==> config.mk <==
export PLATFORM = sky130hd
export DESIGN_NAME = uart_tx_sched
export DESIGN_NICKNAME = d
export VERILOG_FILES = /design/src/rtl/uart_tx_sched.sv
export SDC_FILE = /design/constraint.sdc
export NUM_CORES = 1
export LEC_CHECK = 0
export BUFFER_PORTS_ARGS = -buffer_cell sky130_fd_sc_hd__buf_4
export CORE_MARGIN = 8
export CORE_UTILIZATION = 49
export CTS_CLUSTER_DIAMETER = 200
export DETAILED_ROUTE_END_ITERATION = 8
export HOLD_SLACK_MARGIN = 0.1
export PLACE_DENSITY = 0.84
export SYNTH_ARGS = -nofsm -noshare
export SYNTH_HDL_FRONTEND = slang
export SYNTH_SLANG_ARGS = --single-unit
==> constraint.sdc <==
create_clock -name clk -period 1.91 [get_ports clk]
set_input_delay 0.0955 -clock clk [delete_from_list [all_inputs] [get_ports clk]]
set_output_delay 0.0955 -clock clk [all_outputs]
set_load 0.01 [all_outputs]
==> src/rtl/uart_tx_sched.sv <==
// uart_tx_sched: schedules two requesters onto a byte-wide UART transmitter
// Ports:
//   clk, rst            clock, synchronous active-high reset
//   req_a, data_a[15:0] requester A, sent as two bytes, low byte first
//   req_b, data_b[7:0]  requester B, sent as one byte
//   tx_busy             transmitter busy flag
//   P_DATA, Data_Valid  byte and one-cycle valid pulse to the transmitter
//   ack_a, ack_b        one-cycle grant acknowledges
//   sched_busy          high whenever the scheduler is not idle
//   err_timeout         sticky: transmitter never went busy after a byte
// Build option: define TX_SCHED_RR_EN for round-robin arbitration; otherwise A has fixed priority.
module uart_tx_sched (
    input  logic        clk,
    input  logic        rst,
    input  logic        req_a,
    input  logic [15:0] data_a,
    input  logic        req_b,
    input  logic [7:0]  data_b,
    input  logic        tx_busy,
    output logic [7:0]  P_DATA,
    output logic        Data_Valid,
    output logic        ack_a,
    output logic        ack_b,
    output logic        sched_busy,
    output logic        err_timeout
);
    typedef enum logic [1:0] {IDLE, SEND, ACCEPT, DRAIN} state_t;
    state_t state, state_n;
    logic [1:0] cnt, tcnt;
    logic [7:0] hi_byte;
    logic grant, next_byte, pick_a;
`ifdef TX_SCHED_RR_EN
    // last_b set means B was granted last, so A wins the next contention
    logic last_b;
    always_comb pick_a = req_a && (!req_b || last_b);
    always_ff @(posedge clk)
        if (rst)
            last_b <= 1'b1;
        else if (grant)
            last_b <= !pick_a;
`else
    always_comb pick_a = req_a;
`endif
    always_ff @(posedge clk)
        state <= rst ? IDLE : state_n;
    always_comb begin
        state_n = state;
        case (state)
            IDLE:    state_n = (!tx_busy && (req_a || req_b)) ? SEND : IDLE;
            SEND:    state_n = ACCEPT;
            ACCEPT:  state_n = tx_busy ? DRAIN : (tcnt == 2'd3 ? IDLE : ACCEPT);
            DRAIN:   state_n = tx_busy ? DRAIN : (cnt != 2'd0 ? SEND : IDLE);
            default: state_n = IDLE;
        endcase
    end
    always_comb grant = state == IDLE && state_n == SEND;
    always_comb next_byte = state == DRAIN && state_n == SEND;
    always_ff @(posedge clk) begin
        if (rst) begin
            P_DATA      <= '0;
            Data_Valid  <= 1'b0;
            ack_a       <= 1'b0;
            ack_b       <= 1'b0;
            sched_busy  <= 1'b0;
            err_timeout <= 1'b0;
            cnt         <= '0;
            tcnt        <= '0;
            hi_byte     <= '0;
        end else begin
            Data_Valid <= grant || next_byte;
            ack_a      <= grant && pick_a;
            ack_b      <= grant && !pick_a;
            sched_busy <= state_n != IDLE;
            if (grant) begin
                P_DATA  <= pick_a ? data_a[7:0] : data_b;
                hi_byte <= data_a[15:8];
                cnt     <= pick_a ? 2'd2 : 2'd1;
            end
            // only A has a second byte, so the next byte is always the captured high byte
            if (next_byte)
                P_DATA <= hi_byte;
            if (state == SEND) begin
                cnt  <= cnt - 2'd1;
                tcnt <= '0;
            end
            // fourth idle ACCEPT cycle: give up and drop whatever is left
            if (state == ACCEPT && !tx_busy) begin
                tcnt <= tcnt + 2'd1;
                if (tcnt == 2'd3) begin
                    err_timeout <= 1'b1;
                    cnt         <= '0;
                end
            end
        end
    end
endmodule
==> results.txt, run 1 <==
----------------------------------------------------
[Floorplanning]
  Num rows ... 18
  Die outline width ... 67.3 um
  Die Span Y ... 67.3 um
  Die outline area ... 4520 um^2
  Ports placed on the boundary ... 42
  Core region area ... 2480 um^2
  Initial core utilization ... 0.520

[Detailed routing]
  Number of vias per cell after detailed routing ... 5.59
  Number of DRC violations after detailed routing ... 0
  DRT Pass-1 Iters ... 4
  Number of DRC markers after the initial detailed-route iteration ... 47
  Count of nets left with antenna violations after detail routing ... 0
  DR vias ... 1174
  Final Routed Wirelength ... 3190 um
  Wire per inst ... 15.2 um

[Clock tree]
  Deepest level of the CTS H-tree ... 1
  Clk sinks ... 27
  CTS tree ... built
  Cts bufs inserted ... 3
  Clock slew at the register clock pins of the worst setup and hold paths ... 0.14 ns
  Number of buffers on the longest clock path ... 2
  Clock Latency Late Sink ... 0.32 ns
  Postcts setup bufs ... 0
  Root Buffer ... clkbuf_4
  Number of gates resized after CTS ... 0
  Hold buffers post-CTS ... 8

[Critical path]
  Required time reported for the critical path endpoint ... 2.09 ns
  Worst Setup SP ... state[0]
  Worst-path cell with the longest stage delay ... dfxtp_1
  Capturing element type of the critical path ... flop
  Worst path arrival time ... 1.93 ns
  Logic depth of the worst path, buffers included ... 4
  Critical path launch point type ... flop
  Setup slack of the most critical reg-to-reg path ... 0.16 ns
  CP cell instances ... nor2b_1, and2_1, or4b_1, o311ai_0
  Kind of cell with the highest combined delay on the critical path ... simple AND/OR/NAND/NOR gates
  Worst reg2reg startpoint ... state[0]
  Maximum fanout count along the critical path ... 17
  Termination of the worst setup path ... P_DATA[6]
  Count of buffering cells on the critical path with inverters included ... 0
  Category of the critical setup timing path ... reg2reg
  R2r worst-path depth ... 4
  Reg-to-reg critical path endpoint ... P_DATA[6]
  Delay of the slowest critical-path stage ... 0.55 ns

[GRT]
  Number of antenna violations at the first check in global routing ... 0
  Final global-route overflow total ... 0
  Wire length of the first global-routing pass ... 5190 um
  Number of global-route vias before repair ... 1119
  Overall track demand over capacity in global routing ... 0.143
  Maximum number of pins on one net before global-route repair ... 41

[Timing]
  Final Slew Violations ... 0
  RSZ-0062 raised after global routing ... false
  Crit share post-route ... 0.916
  Transition time at the pin with the least slew margin ... 0.771 ns
  Worst setup skew after layout ... 0.00728 ns
  Min setup slack post-route ... 0.160 ns
  Worst relative slew slack ... 0.485
  Number of failing setup endpoints in the final timing report ... 0
  Highest clock rate ... 0.572 GHz
  Crit path time final ... 1.75 ns
  Total Neg Setup Slack ... 0 ns
  Final Hold Violating Endpoints ... 0

[Logic synthesis]
  Synthesized instance count ... 139
  Number of flops mapped to enable cells by yosys ... 0
  Count of distinct cell types in the synthesized netlist ... 31
  #FFs+latches synth ... 27
  Ys async rst share ... 0
  Part of the Yosys area used for sequential elements ... 0.420
  Cell Area, Synth ... 1290 um^2
  Synthesized area per cell ... 9.26 um^2
  Post-synth net total ... 170
  Yosys warning count ... 0
  Most common flop cell mapped by yosys ... dfxtp_1

[Placed design]
  Half-perimeter wire length after detailed placement ... 2360 um
  Number of buffers added on ports ... 41
  Minimum setup slack after placement ... 0.236 ns
  Cell total after placement ... 198
  Placer Congestion ... 0.792

[Power and ir drop]
  Total power ... 1110 uW
  Sequential share of power ... 0.572
  Worst voltage drop across the vdd grid ... 655 uV
  Internal power consumption ... 809 uW
  Switching fraction of total power ... 0.270
  Clock network fraction of total power ... 0.215
  Total power density per cell area ... 666 nW/um^2
  Leak Pwr ... 0.000702 uW
  Net switching power figure ... 299 uW
  Combinational share of power ... 0.213

[Job]
  Number of max-cap violations ... 0

[Hold path]
  Path category of the worst min-delay check ... in2reg

[Cells and area]
  Area Overhead vs Synth ... 29.3%
  Layout net count ... 212
  Filler Cell Count ... 210
  # diodes ... 0
  Ratio of cells with drive above 1 in the final layout ... 0.272
  Final std cells w/o fill ... 210

[Outcome]
  Result of the run ... complete, no violations

----------------------------------------------------
## power groups by stage
stage               clock, uW  sequential (uW)  combinational (uW)
CTS                       247              633                 238
global route              268              640                 261
floorplan                   0              643                 130
global placement            0              644                 215
finish                    238              634                 237
detailed placement          0              646                 225
## worst register-to-register path, stage by stage, from the launching register on
cell and delay (ns):
dfxtp_1 0.55, nor2b_1 0.28, and2_1 0.48, or4b_1 0.20, o311ai_0 0.11
## final cells by class
class                   instances  area (um^2)  share of cell area
clock buffers                   3         22.5              0.0135
clock inverters                 1         5.00             0.00301
flip-flops and latches         27          541               0.325
multi-input cells              96          656               0.394
repair buffers                 49          388               0.233
inverters                       4         15.0             0.00902
well taps                      30         37.5              0.0226
## registers in the layout, summed over array words and instances, names as in the netlist
signal and count:
ack_a 1, state 2, hi_byte 8, sched_busy 1, P_DATA 8, err_timeout 1, cnt 2, tcnt 2
ack_b 1, Data_Valid 1
## cell usage after synthesis, types with 3 or more instances
cell	count	area, um^2
nor2_1	7	26.3
clkbuf_1	6	22.5
dfxtp_1	27	541
o311ai_0	7	61.3
buf_6	3	33.8
a21oi_1	14	70.1
nand3b_1	8	60.1
or4b_1	8	80.1
nor2b_1	4	25.0
nand2_1	16	60.1
o21ai_0	4	20.0
mux2i_1	9	90.1
inv_1	4	15.0
## cell families after synthesis
| family | after synthesis | synth area share |
|---|---|---|
| multiplexers | 9 | 0.0700 |
| AO/OA/AOI/OAI | 36 | 0.194 |
| buffers and inverters | 16 | 0.0709 |
| AND/OR/NAND/NOR | 49 | 0.225 |
| adder cells (fa/ha/maj) | 2 | 0.0194 |
| flip-flops | 27 | 0.420 |
## how the worst min path moves through the flow
| stage | slack, ns | end | from | cells past startpoint |
|---|---|---|---|---|
| 2_1_floorplan | 0.23 | hi_byte[0] | data_a[8] | 2 |
| 5_1_grt | 0.13 | ack_b | req_a | 2 |
| 6_report | 0.14 | ack_b | req_a | 2 |
| 4_1_cts | 0.12 | ack_b | req_a | 2 |
| 3_3_place_gp | 0.34 | hi_byte[7] | data_a[15] | 3 |
| 3_5_place_dp | 0.35 | hi_byte[2] | data_a[10] | 3 |
## layer usage
| metal | global-route usage | wire [um] | up-vias |
|---|---|---|---|
| met4 | 0.0418 | 29 | 0 |
| met3 | 0.0414 | 308 | 4 |
| met1 | 0.167 | 1310 | 537 |
| met2 | 0.246 | 1550 | 44 |
| met5 | 0 | 0 | - |
| li1 | - | - | 589 |
## metrics by stage
step / hold slack, ns / area, um^2 / utilization
final: 0.137 / 1660 / 0.672
after global routing: 0.131 / 1660 / 0.672
after CTS: 0.119 / 1660 / 0.672
after detailed placement: 0.355 / 1560 / 0.628
after global placement: 0.344 / 1560 / 0.628
after floorplan: 0.231 / 1290 / -
## placed cells by master (no fill, tap or decap), drive strengths merged
cell,count
or2,1
dfxtp,27
ha,2
and3,1
inv,4
clkinv,1
o21a,1
nor2,7
nand2b,1
or4b,8
buf,41
nor2b,5
a22oi,1
o211ai,3
dlygate4sd3,8
mux2i,9
and2,1
clkbuf,3
o211a,2
nand3b,8
a21oi,14
o311ai,8
o21ai,4
a31oi,2
nor3,1
o21bai,1
nand2,16
(Power assumes the default switching activity.)
==> run 2: changes to the inputs <==
- CORE_UTILIZATION: 49 -> 53
- PLACE_DENSITY: 0.84 -> 0.89
- clock period: 1.91 -> 2.2 ns (I/O delays scaled with it)
==> run 2 against run 1 <==
Effect of this change: die area is 5.8% lower; core utilization up 2.5 points; register-to-register slack gained 0.30 ns; first-iteration DRC count shrank 21%; global-route usage grew 0.58 points; flip-flop and latch count unchanged; wire length is 4.6% lower; largest cell class unchanged.
==> results.txt, run 2 (synthesis results as in run 1) <==
----------------------------------------------------
[Detailed routing]
  Final Routed Wirelength ... 3050 um (-4.6%)
  DRT met1 WL ... 1300 um (-0.54%)
  Wire per inst ... 14.5 um (-4.6%)
  Metal3 WL ... 218 um (-29%)
  Number of vias per cell after detailed routing ... 5.42 (-3.0%)
  DRT Pass-1 Iters ... 4 (unchanged)
  Number of DRC violations after detailed routing ... 0 (unchanged)
  Number of DRC markers after the initial detailed-route iteration ... 37 (-21%)
  DR top layer ... met4
  Count of nets left with antenna violations after detail routing ... 0 (unchanged)
  DR vias ... 1139 (-3.0%)
  Detail Route met2 WL ... 1510 um (-2.4%)

[Critical path]
  Worst-path cell with the longest stage delay ... dfxtp_1
  Count of buffering cells on the critical path with inverters included ... 0 (unchanged)
  CP cell instances ... nor2b_2, and2_1, or4b_1, o311ai_0
  Critical path launch point type ... flop
  Category of the critical setup timing path ... reg2reg
  Delay of the slowest critical-path stage ... 0.56 ns (about the same)
  Kind of cell with the highest combined delay on the critical path ... simple AND/OR/NAND/NOR gates
  Capturing element type of the critical path ... flop
  Worst path arrival time ... 1.90 ns (-0.03 ns)
  Maximum fanout count along the critical path ... 17 (unchanged)
  Required time reported for the critical path endpoint ... 2.36 ns (+0.27 ns)

[Power and ir drop]
  Switching fraction of total power ... 0.265 (-0.00498)
  Internal power consumption ... 705 uW (-13%)
  Sequential share of power ... 0.574 (+0.002)
  Total power density per cell area ... 577 nW/um^2 (-13%)
  Combinational share of power ... 0.211 (-0.002)
  Net switching power figure ... 255 uW (-15%)
  Clock network fraction of total power ... 0.215 (about the same)
  Worst voltage drop across the vdd grid ... 454 uV (-31%)
  Leak Pwr ... 0.000699 uW (-0.39%)

[Floorplanning]
  Die Span Y ... 65.3 um (-2.9%)
  Num rows ... 18 (unchanged)
  Die outline area ... 4260 um^2 (-5.8%)
  Initial core utilization ... 0.539 (+0.0196)
  Die outline width ... 65.3 um (-2.9%)
  Core region area ... 2390 um^2 (-3.6%)
  Ports placed on the boundary ... 42 (unchanged)

[Clock tree]
  Number of buffers on the longest clock path ... 2 (unchanged)
  Clock slew at the register clock pins of the worst setup and hold paths ... 0.14 ns (about the same)
  Clk sinks ... 27 (unchanged)
  Clock Latency Late Sink ... 0.31 ns (about the same)
  CTS tree ... built
  Root Buffer ... clkbuf_4
  Deepest level of the CTS H-tree ... 1 (unchanged)
  Number of gates resized after CTS ... 0 (unchanged)
  Cts bufs inserted ... 3 (unchanged)

[Job]
  Number of max-cap violations ... 0 (unchanged)

[GRT]
  Wire length of the first global-routing pass ... 5240 um (+0.94%)
  Final global-route overflow total ... 0 (unchanged)
  Number of antenna violations at the first check in global routing ... 0 (unchanged)
  Number of global-route vias before repair ... 1133 (+1.3%)
  Overall track demand over capacity in global routing ... 0.148 (+0.00577)
  Maximum number of pins on one net before global-route repair ... 41 (unchanged)

[Timing]
  RSZ-0062 raised after global routing ... false
  Final Slew Violations ... 0 (unchanged)
  Highest clock rate ... 0.575 GHz (+0.64%)
  Worst relative slew slack ... 0.502 (+0.0178)
  Crit share post-route ... 0.790 (-0.126)
  Final Hold Violating Endpoints ... 0 (unchanged)
  Worst-case hold slack ... 0.150 ns (+0.0130 ns)
  Total Neg Setup Slack ... 0 ns (unchanged)
  Transition time at the pin with the least slew margin ... 0.744 ns (-0.0266 ns)
  Crit path time final ... 1.74 ns (-0.0111 ns)
  Number of failing setup endpoints in the final timing report ... 0 (unchanged)
  Worst setup skew after layout ... 0.00515 ns (-0.00213 ns)

[Cells and area]
  Most common cell after layout, fill and taps aside ... buf_4
  Layout net count ... 212 (unchanged)
  # diodes ... 0 (unchanged)
  Area Overhead vs Synth ... 29.2% (about the same)
  Final std cells w/o fill ... 210 (unchanged)
  Largest registers in the final layout ... P_DATA x8, hi_byte x8
  Ratio of cells with drive above 1 in the final layout ... 0.267 (-0.00556)
  Most frequent cells in the layout ... buf_4 (41), dfxtp_1 (27), nand2_1 (16)

[Placed design]
  Number of buffers added on ports ... 41 (unchanged)
  Cell total after placement ... 198 (unchanged)
  Placer Congestion ... 0.808 (+2.0%)
  Half-perimeter wire length after detailed placement ... 2240 um (-4.9%)

[Hold path]
  Path category of the worst min-delay check ... in2reg

[Outcome]
  Result of the run ... complete, no violations

----------------------------------------------------
[run 2: cell count changes in the layout (fill, tap and decap cells not counted)]
cell      previous run  this run
clkbuf_1             0         1
clkinv_2             1         0
[run 2: final timing paths]
kind	cells past startpoint	slack, ns	to	startpoint
max reg2reg	4	0.46	P_DATA[4]	state[1]
max	4	0.46	P_DATA[4]	state[1]
min reg2reg	2	0.47	hi_byte[3]	hi_byte[3]
min	3	0.15	P_DATA[7]	data_b[7]
[run 2: final cells by class]
| type | instances | area [um^2] |
|---|---|---|
| Clock buffer | 4 | 26.3 |
| Fill cell | 179 | 724 |
| Timing Repair Buffer | 49 | 388 |
| Tap cell | 30 | 37.5 |
| Inverter | 4 | 15.0 |
| Sequential cell | 27 | 541 |
| Multi-Input combinational cell | 96 | 656 |
[run 2: metal layers]
metal / global-route usage / vias to the layer above
met5: 0 / -
li1: - / 582
met1: 0.178 / 525
met3: 0.0442 / 2
met4: 0.0409 / 0
met2: 0.251 / 30
[run 2: metrics by stage]
step	util	total power, uW	instance area (um^2)	setup WS (ns)
floorplan	-	671	1290	0.665
global route	0.697	1010	1660	0.317
global placement	0.652	746	1560	0.577
CTS	0.697	965	1660	0.467
finish	0.697	960	1660	0.461
detailed placement	0.652	755	1560	0.493
[run 2: what timing repair did]
action | 4_1_cts | 5_1_grt
setup endpoints to repair | 0 | 0
buffers inserted | 0 | 0
hold buffers | 8 | 0
hold endpoints to repair | 8 | 0
[run 2: tightest hold or removal path, stage by stage]
cell,delay [ns]
buf_4,0.11
mux2i_1,0.11
o311ai_1,0.09
[run 2: power by group through the flow]
stage	combinational, uW	clock [uW]	sequential (uW)
after floorplan	113	0	558
after global placement	187	0	559
after detailed placement	193	0	562
after CTS	204	210	551
after global routing	223	227	557
final	202	207	551
